## src/rtl/fp_add_core_if.sv

```systemverilog
//------------------------------------------------------------------------------
// Module : fp_add_core_if
// Brief  : Operand/result handshake bundle for the significand add/normalise core.
// Rev    : 1.0
//------------------------------------------------------------------------------
`default_nettype none

interface fp_add_core_if #(
    parameter int MW = 28,
    parameter int EW = 8
);
    logic          in_valid;
    logic          in_ready;
    logic          SA;
    logic          SB;
    logic          C;
    logic [EW-1:0] E;
    logic [MW-1:0] A;
    logic [MW-1:0] B;
    logic          out_valid;
    logic          out_ready;
    logic          out_sign;
    logic [EW-1:0] out_exp;
    logic [MW-1:0] out_mant;
    logic          out_zero;
    logic          out_ovf;

    modport master (
        output in_valid, SA, SB, C, E, A, B, out_ready,
        input  in_ready, out_valid, out_sign, out_exp, out_mant, out_zero, out_ovf
    );

    modport slave (
        input  in_valid, SA, SB, C, E, A, B, out_ready,
        output in_ready, out_valid, out_sign, out_exp, out_mant, out_zero, out_ovf
    );
endinterface

`default_nettype wire

```

## src/rtl/fp_add_core.sv

```systemverilog
//------------------------------------------------------------------------------
// Module : fp_add_core
// Brief  : Single-precision significand add/subtract followed by a
//          one-bit-per-cycle normalisation FSM; GRS bits carried through.
// Rev    : 1.0
//------------------------------------------------------------------------------
`default_nettype none

module fp_add_core #(
    parameter int MW = 28,
    parameter int EW = 8
) (
    input  logic           clk,
    input  logic           rst_n,
    fp_add_core_if.slave   bus
);

    localparam logic [1:0] S_IDLE = 2'd0;
    localparam logic [1:0] S_ADD  = 2'd1;
    localparam logic [1:0] S_NORM = 2'd2;
    localparam logic [1:0] S_DONE = 2'd3;

    localparam logic [EW-1:0] C_EXP_ONE = {{(EW-1){1'b0}}, 1'b1};
    localparam logic [EW-1:0] C_EXP_MAX = {EW{1'b1}};

    logic [1:0]    r_state;
    logic          r_sa;
    logic          r_sb;
    logic          r_c;
    logic [MW-1:0] r_a;
    logic [MW-1:0] r_b;
    logic [MW-1:0] r_sum;
    logic [EW-1:0] r_exp;
    logic          r_sign;
    logic          r_valid;
    logic          r_zero;
    logic          r_ovf;
    logic [EW-1:0] w_exp_inc;

    assign w_exp_inc = r_exp + C_EXP_ONE;

    // in_ready is gated by rst_n so it reads 0 for the whole reset window
    assign bus.in_ready  = rst_n && (r_state == S_IDLE);
    assign bus.out_valid = r_valid;
    assign bus.out_sign  = r_sign;
    assign bus.out_exp   = r_exp;
    assign bus.out_mant  = r_sum;
    assign bus.out_zero  = r_zero;
    assign bus.out_ovf   = r_ovf;

    always_ff @(posedge clk or negedge rst_n) begin
        if (!rst_n) begin
            r_state <= S_IDLE;
            r_sa    <= 1'b0;
            r_sb    <= 1'b0;
            r_c     <= 1'b0;
            r_a     <= '0;
            r_b     <= '0;
            r_sum   <= '0;
            r_exp   <= '0;
            r_sign  <= 1'b0;
            r_valid <= 1'b0;
            r_zero  <= 1'b0;
            r_ovf   <= 1'b0;
        end else begin
            case (r_state)
                S_IDLE: begin
                    if (bus.in_valid) begin
                        r_sa    <= bus.SA;
                        r_sb    <= bus.SB;
                        r_c     <= bus.C;
                        r_a     <= bus.A;
                        r_b     <= bus.B;
                        r_exp   <= bus.E;
                        r_state <= S_ADD;
                    end
                end
                S_ADD: begin
                    if (r_sa == r_sb) begin
                        r_sum  <= r_a + r_b;
                        r_sign <= r_sa;
                    end else if (r_c) begin
                        r_sum  <= r_a - r_b;
                        r_sign <= r_sa;
                    end else begin
                        r_sum  <= r_b - r_a;
                        r_sign <= r_sb;
                    end
                    r_state <= S_NORM;
                end
                S_NORM: begin
                    if (r_sum == '0) begin
                        r_zero  <= 1'b1;
                        r_sign  <= 1'b0;
                        r_exp   <= '0;
                        r_state <= S_DONE;
                    end else if (r_sum[MW-1]) begin
                        // Carry out: shift right once, folding the lost bit into sticky
                        if (w_exp_inc == C_EXP_MAX) begin
                            r_ovf <= 1'b1;
                            r_sum <= '0;
                        end else begin
                            r_sum <= {1'b0, r_sum[MW-1:2], r_sum[1] | r_sum[0]};
                        end
                        r_exp   <= w_exp_inc;
                        r_state <= S_DONE;
                    end else if (r_sum[MW-2]) begin
                        r_state <= S_DONE;
                    end else if (r_exp == C_EXP_ONE) begin
                        r_exp   <= '0;
                        r_state <= S_DONE;
                    end else begin
                        r_sum <= {r_sum[MW-2:0], 1'b0};
                        r_exp <= r_exp - C_EXP_ONE;
                    end
                end
                S_DONE: begin
                    // First DONE cycle raises valid; the handshake is only honoured once it is up
                    if (r_valid && bus.out_ready) begin
                        r_valid <= 1'b0;
                        r_zero  <= 1'b0;
                        r_ovf   <= 1'b0;
                        r_state <= S_IDLE;
                    end else begin
                        r_valid <= 1'b1;
                    end
                end
                default: r_state <= S_IDLE;
            endcase
        end
    end

endmodule

`default_nettype wire
```

## src/flat_wrapper.sv

```systemverilog
// flat-port wrapper written by rule: the top's interface ports become plain ports
module fp_add_core_flat 
#(
    parameter int MW = 28,
    parameter int EW = 8
)
  (clk, rst_n, bus_in_valid, bus_SA, bus_SB, bus_C, bus_E, bus_A, bus_B, bus_out_ready, bus_in_ready, bus_out_valid, bus_out_sign, bus_out_exp, bus_out_mant, bus_out_zero, bus_out_ovf);
  fp_add_core_if #(.MW(MW), .EW(EW)) bus_i ();
  input  logic clk;
  input  logic rst_n;
  input wire logic [$bits(bus_i.in_valid)-1:0] bus_in_valid;
  input wire logic [$bits(bus_i.SA)-1:0] bus_SA;
  input wire logic [$bits(bus_i.SB)-1:0] bus_SB;
  input wire logic [$bits(bus_i.C)-1:0] bus_C;
  input wire logic [$bits(bus_i.E)-1:0] bus_E;
  input wire logic [$bits(bus_i.A)-1:0] bus_A;
  input wire logic [$bits(bus_i.B)-1:0] bus_B;
  input wire logic [$bits(bus_i.out_ready)-1:0] bus_out_ready;
  output wire logic [$bits(bus_i.in_ready)-1:0] bus_in_ready;
  output wire logic [$bits(bus_i.out_valid)-1:0] bus_out_valid;
  output wire logic [$bits(bus_i.out_sign)-1:0] bus_out_sign;
  output wire logic [$bits(bus_i.out_exp)-1:0] bus_out_exp;
  output wire logic [$bits(bus_i.out_mant)-1:0] bus_out_mant;
  output wire logic [$bits(bus_i.out_zero)-1:0] bus_out_zero;
  output wire logic [$bits(bus_i.out_ovf)-1:0] bus_out_ovf;
  assign bus_i.in_valid = bus_in_valid;
  assign bus_i.SA = bus_SA;
  assign bus_i.SB = bus_SB;
  assign bus_i.C = bus_C;
  assign bus_i.E = bus_E;
  assign bus_i.A = bus_A;
  assign bus_i.B = bus_B;
  assign bus_i.out_ready = bus_out_ready;
  assign bus_in_ready = bus_i.in_ready;
  assign bus_out_valid = bus_i.out_valid;
  assign bus_out_sign = bus_i.out_sign;
  assign bus_out_exp = bus_i.out_exp;
  assign bus_out_mant = bus_i.out_mant;
  assign bus_out_zero = bus_i.out_zero;
  assign bus_out_ovf = bus_i.out_ovf;
  fp_add_core #(.MW(MW), .EW(EW)) u_core (.clk(clk), .rst_n(rst_n), .bus(bus_i));
endmodule
```

## config.mk

```make
export PLATFORM = sky130hd
export DESIGN_NAME = fp_add_core_flat
export DESIGN_NICKNAME = d
export VERILOG_FILES = /design/src/rtl/fp_add_core_if.sv /design/src/rtl/fp_add_core.sv /design/src/flat_wrapper.sv
export SDC_FILE = /design/constraint.sdc
export NUM_CORES = 1
export LEC_CHECK = 0
export CAP_MARGIN = 15
export CORE_ASPECT_RATIO = 0.9
export CORE_MARGIN = 8
export CORE_UTILIZATION = 50
export CTS_BUF_LIST = sky130_fd_sc_hd__clkbuf_4 sky130_fd_sc_hd__clkbuf_8
export CTS_CLUSTER_SIZE = 8
export DETAILED_ROUTE_END_ITERATION = 7
export HOLD_SLACK_MARGIN = 0.1
export PLACE_DENSITY = 0.84
export SLEW_MARGIN = 20
export SYNTH_ARGS = -nofsm -noshare
export SYNTH_HDL_FRONTEND = slang
export SYNTH_SLANG_ARGS = --single-unit
```

## constraint.sdc

```tcl
create_clock -name clk -period 4.9 [get_ports clk]
set_clock_uncertainty 0.05 [all_clocks]
set_input_delay 0.98 -clock clk [delete_from_list [all_inputs] [get_ports clk]]
set_output_delay 0.98 -clock clk [all_outputs]
set_load 0.01 [all_outputs]
```

## After elaboration in Yosys (flattened, before gate mapping)

Index checks and enable logic that the tools add are counted.

- Add/subtract/negate cells: 5
- Equal/unequal tests: 16
- Multiplexer cells: 33
- Bitwise logic cells: 1
- Reductions and logical operators: 15

Operators by type and width:

| kind | count |
|---|---|
| $mux 28 | 5 |
| $pmux 28 s2 | 1 |
| $sub 28x28->28 | 2 |
| $mux 27 | 2 |
| $mux 8 | 5 |
| $add 28x28->28 | 1 |
| $logic_not 28->1 | 1 |
| $pmux 8 s2 | 1 |
| $mux 2 | 6 |
| $mux 1 | 9 |
| $reduce_and 3->1 | 3 |
| $add 8x1->8 const B | 1 |
| $eq 8x1->1 const B | 1 |
| $eq 8x8->1 const B | 1 |
| $ne 2x1->1 const B | 4 |
| $pmux 2 s4 | 1 |
| $sub 8x1->8 const B | 1 |
| $ne 3x2->1 const B | 2 |
| $pmux 1 s2 | 3 |
| $reduce_and 2->1 | 3 |
| $reduce_bool 2->1 | 3 |
| $ne 5x1->1 const B | 1 |
| $reduce_and 5->1 | 1 |
| $eq 2x2->1 const B | 2 |
| other kinds (8) | 10 |

- Flip-flop bits (word level): 101
- Input port bits: 71
- Output and inout port bits: 41

## Depth between registers and ports, before layout

- Word-level depth: 6
- Depth in mapped cells: 12
- Mapped depth without buffers: 12

## Worst setup path after synthesis

OpenSTA, ideal clock, no wires.

- Kind: register to register
- From: register u_core.r_b[0]
- To: register u_core.r_sum[22] (netlist: u_core.bus.out_mant[22])
- Setup time: 0.104 ns
- Data arrival time: 2.543 ns
- Setup slack: 2.203 ns
- Stages on the path, launching flop included: 13
- Period minus slack after synthesis: 2.697 ns
- Cell sequence: dfrtp_1 inv_1 ha_1 fa_1 and2b_1 o21ai_1 a221oi_1 or3_1 a21oi_1 o41ai_1 a31oi_1 xor2_1 a221oi_1

- Word-level cells in the longest chain between the ends: 4
- Elaborated cells between the ends (all ways): 6
- Those cells by class: add/sub: 3; mux: 3

Ends and longest elaborated chain:

| what | RTL line | source |
|---|---|---|
| start: declaration | fp_add_core.sv:31 | `logic [MW-1:0] r_b;` |
| start signal: assignment | fp_add_core.sv:73 | `r_b <= bus.B;` |
| $sub 28x28->28 (on tied branches) | fp_add_core.sv:86, fp_add_core.sv:83 |  |
| $mux 28 | fp_add_core.sv:82 | `end else if (r_c) begin` |
| $mux 28 (*) | fp_add_core.sv:79 | `if (r_sa == r_sb) begin` |
| $pmux 28 s2 (*) | fp_add_core.sv:66 | `case (r_state)` |
| end signal: assignment | fp_add_core.sv:80 | `r_sum <= r_a + r_b;` |
| end signal: assignment | fp_add_core.sv:83 | `r_sum <= r_a - r_b;` |
| end signal: assignment | fp_add_core.sv:86 | `r_sum <= r_b - r_a;` |
| end: declaration | fp_add_core.sv:32 | `logic [MW-1:0] r_sum;` |

Every way passes the cells marked *; elsewhere a longest branch is shown, timed or not.
A chain may end at the register's enable or synchronous reset.

## Final worst setup path

Ends and elaborated chain as after synthesis.

==> reports/metrics.cfg <==
[detailed_routing]
ant_nets=0
drc=0
dr_total_vias=8987
drtIter0Drc=859
routed_via_density=6.22
avgRoutedWirePerCell_um=19.0
wirelength_um=27500
firstDrtPassIters=6

[synth]
synth_mux_area_share_pct=9.04
syn-mean-instance-area_um2=8.39
synthFlopType=dfrtp_1
synth_fa_ha_area_share_pct=13.1
yosysUniqueCellTypes=81
synth_edf_count=0
syn_nets=1292
syn_area_um2=9430
synth_top_family_by_area=compound AO/OA/AOI/OAI gates
async_flop_share_pct=100
synth-compound-area-share_pct=26.5
syn_inst=1124
yosysSeqAreaShare_pct=26.8
ys_ff_latch=101
synth-xor-area-share_pct=2.69
ys_warn_count=0
yosys.area_share.simple_pct=14.9

[floorplan]
ioPinCount=112
start_util_pct=51.1
die_w_um=161
die_h_um=146
core_area_um2=18500
die_area_um2=23500
fp-row-count=47

[timing]
hold_viol=0
setup_tns_ns=0
rsz0062_at_grt=no
fin_crit_ns=3.24
fmax_mhz=308
finalMaxSlewViolations=0
maxSlewHeadroom_pct=34.4
tightest_slew_ns=0.983
fin_crit_sh_pct=66.2
setup_viol=0

[setup_path]
cp-start-kind=flip-flop
worstSetupStartpoint=u_core.r_b[0]$_DFFE_PN0P_
crit_fanout=4
path_common_cell=a221oi_1
worst_ep_required_time_ns=5.15
crit_path_top_delay_cell=fa_1
crit_type=flip-flop to flip-flop
critPathArrivalTime_ns=3.50
crit_chain=inv_1 -> ha_1 -> fa_1 -> and2b_1 -> o21ai_1 -> a221oi_1 -> or3_1 -> a21oi_1 -> o41ai_1 -> a31oi_1 -> xor2_1 -> a221oi_1
crit_path_end_kind=flip-flop
slowest_delay_ns=0.45
worstReg2RegStart=u_core.r_b[0]$_DFFE_PN0P_

[clocking]
cts_hold_buf=0
cts_buffers=9
cts_resized=0
cts_setup_buffers=0
clock_latency_ns=0.41
htreeDepth=3
cts-root-buf=clkbuf_8
tritoncts=built
clock-sinks=101
clk_pin_slew_worst_paths_ns=0.12
cts_buffer_depth=2

[global_routing]
grt_overflow=0
grt_pass1_vias=8624
antenna_found_initial=0
grt_max_degree=61
grtUsageTotal_pct=22.8
grt_pass1_wl_um=44800

[status]
status=finished clean

[place]
dp.cells=1428
place_area_um2=10600
globalplace.congestion=1.01
port_buffers=111
dp_hpwl_um=21400

[layout]
design_area_um2=10800
antennaDiodeCount=0
nets=1362
drive_above_1_share_pct=10.8
syn2layout_area_growth_pct=15.1
stdcell_count=1444

[flow_run]
maxCapViolations=0

[worst_hold_path]
hold_class=input pin to async pin

==> synthesized netlist by cell type, drive strengths merged (4+ instances only) <==
library cell	number	area, um2
a2111oi	5	62.6
a211o	4	35.0
a211oi	21	163
a21o	15	113
a21oi	118	602
a221o	5	50.1
a221oi	16	146
a22o	7	61.3
a22oi	10	80.1
a31oi	11	81.3
and3	6	37.5
buf	39	219
clkbuf	23	86.3
dfrtp	101	2530
ha	94	1180
inv	92	345
mux2	65	732
mux2i	12	120
nand2	71	272
nand2b	13	81.3
nand3	22	110
nand4	15	93.8
nor2	78	298
nor2b	12	75.1
nor3	32	160
nor4	15	115
o211ai	12	90.1
o21a	11	82.6
o21ai	88	444
o21bai	12	93.8
o221ai	4	35.0
o22ai	4	31.3
o311ai	4	35.0
o31ai	11	97.6
or2	4	25.0
or3	4	25.0
xnor2	21	184
xor2	8	70.1
==> final cells by class <==
type / count / area [um2]
clock buffers: 10 / 138
fillers: 1693 / 7620
repair buffers: 121 / 1180
inverters: 94 / 353
multi-input cells: 867 / 6260
well taps: 245 / 307
flip-flops and latches: 101 / 2530
clock inverters: 6 / 76.3
==> path summary, 6_finish.rpt <==
path,to,slack (ns),cells after the start
hold / removal,u_core.bus.out_mant[15]$_DFFE_PN0P_,0.49,1
min in group clk,u_core.r_a[27]$_DFFE_PN0P_,0.49,1
setup / recovery,u_core.bus.out_mant[22]$_DFFE_PN0P_,1.66,12
setup reg to reg,u_core.bus.out_mant[22]$_DFFE_PN0P_,1.66,12
hold reg to reg,u_core.r_a[27]$_DFFE_PN0P_,0.49,1
max in group asynchronous,u_core.r_b[19]$_DFFE_PN0P_,3.10,2
==> sequential cells by signal, indices dropped and copies added (netlist names), 2 cells and up <==
name / flops
u_core.r_b: 28
u_core.bus.out_mant: 28
u_core.bus.out_exp: 8
u_core.r_a: 28
u_core.r_state: 2
==> kinds of logic after synthesis <==
family,Yosys count
fa+ha+maj,97
buf+inv,156
simple gates,286
xor+xnor,29
compound gates,378
flops,101
mux,77
==> metrics by stage <==
step                hold slack, ns  utilization (%)  worst slack (ns)
detailed placement           0.464             57.6              1.64
global route                 0.503             58.7              1.52
global placement             0.460             57.6              1.66
CTS                          0.488             58.7              1.63
floorplan                    0.450                -              2.20
finish                       0.486             58.7              1.66
==> per-layer routing <==
layer / global-route usage [%] / part of all wire, % / vias to the layer above
li1: - / - / 4207
met1: 31.7 / 44 / 4256
met2: 34.7 / 44 / 474
met3: 5.00 / 9.7 / 50
met4: 6.75 / 2.4 / 0
met5: 0 / 0 / -
==> worst max-delay path: cells and delay by family, from the launching register on <==
kind | cells | cell delay, ns
adders and majority gates | 2 | 0.68
xor gates and xnor gates | 1 | 0.17
buffers and inverters | 1 | 0.06
and+or+nand+nor | 2 | 0.42
AOI/OAI and AO/OA | 6 | 1.34
DFF | 1 | 0.42
==> cell usage in the layout, fill, tap and decap left out, types with 11 or more instances in the layout <==
cell / n
inv_1: 88
ha_1: 94
mux2i_1: 12
nand2_1: 68
a211oi_1: 20
nor2b_1: 12
nor4_1: 13
xnor2_1: 21
o21ai_1: 18
a21oi_1: 115
dfrtp_1: 101
clkdlybuf4s50_1: 110
mux2_2: 65
a21o_1: 15
nor2_1: 76
o21ai_0: 69
nand4_1: 15
nor3_1: 32
o21bai_1: 11
buf_4: 11
o211ai_1: 12
nand3_1: 22
o21a_1: 11
a221oi_1: 15
nand2b_1: 13
Power is not shown: default switching activity piles up to over one toggle a cycle in this logic, so the estimate is an artifact.
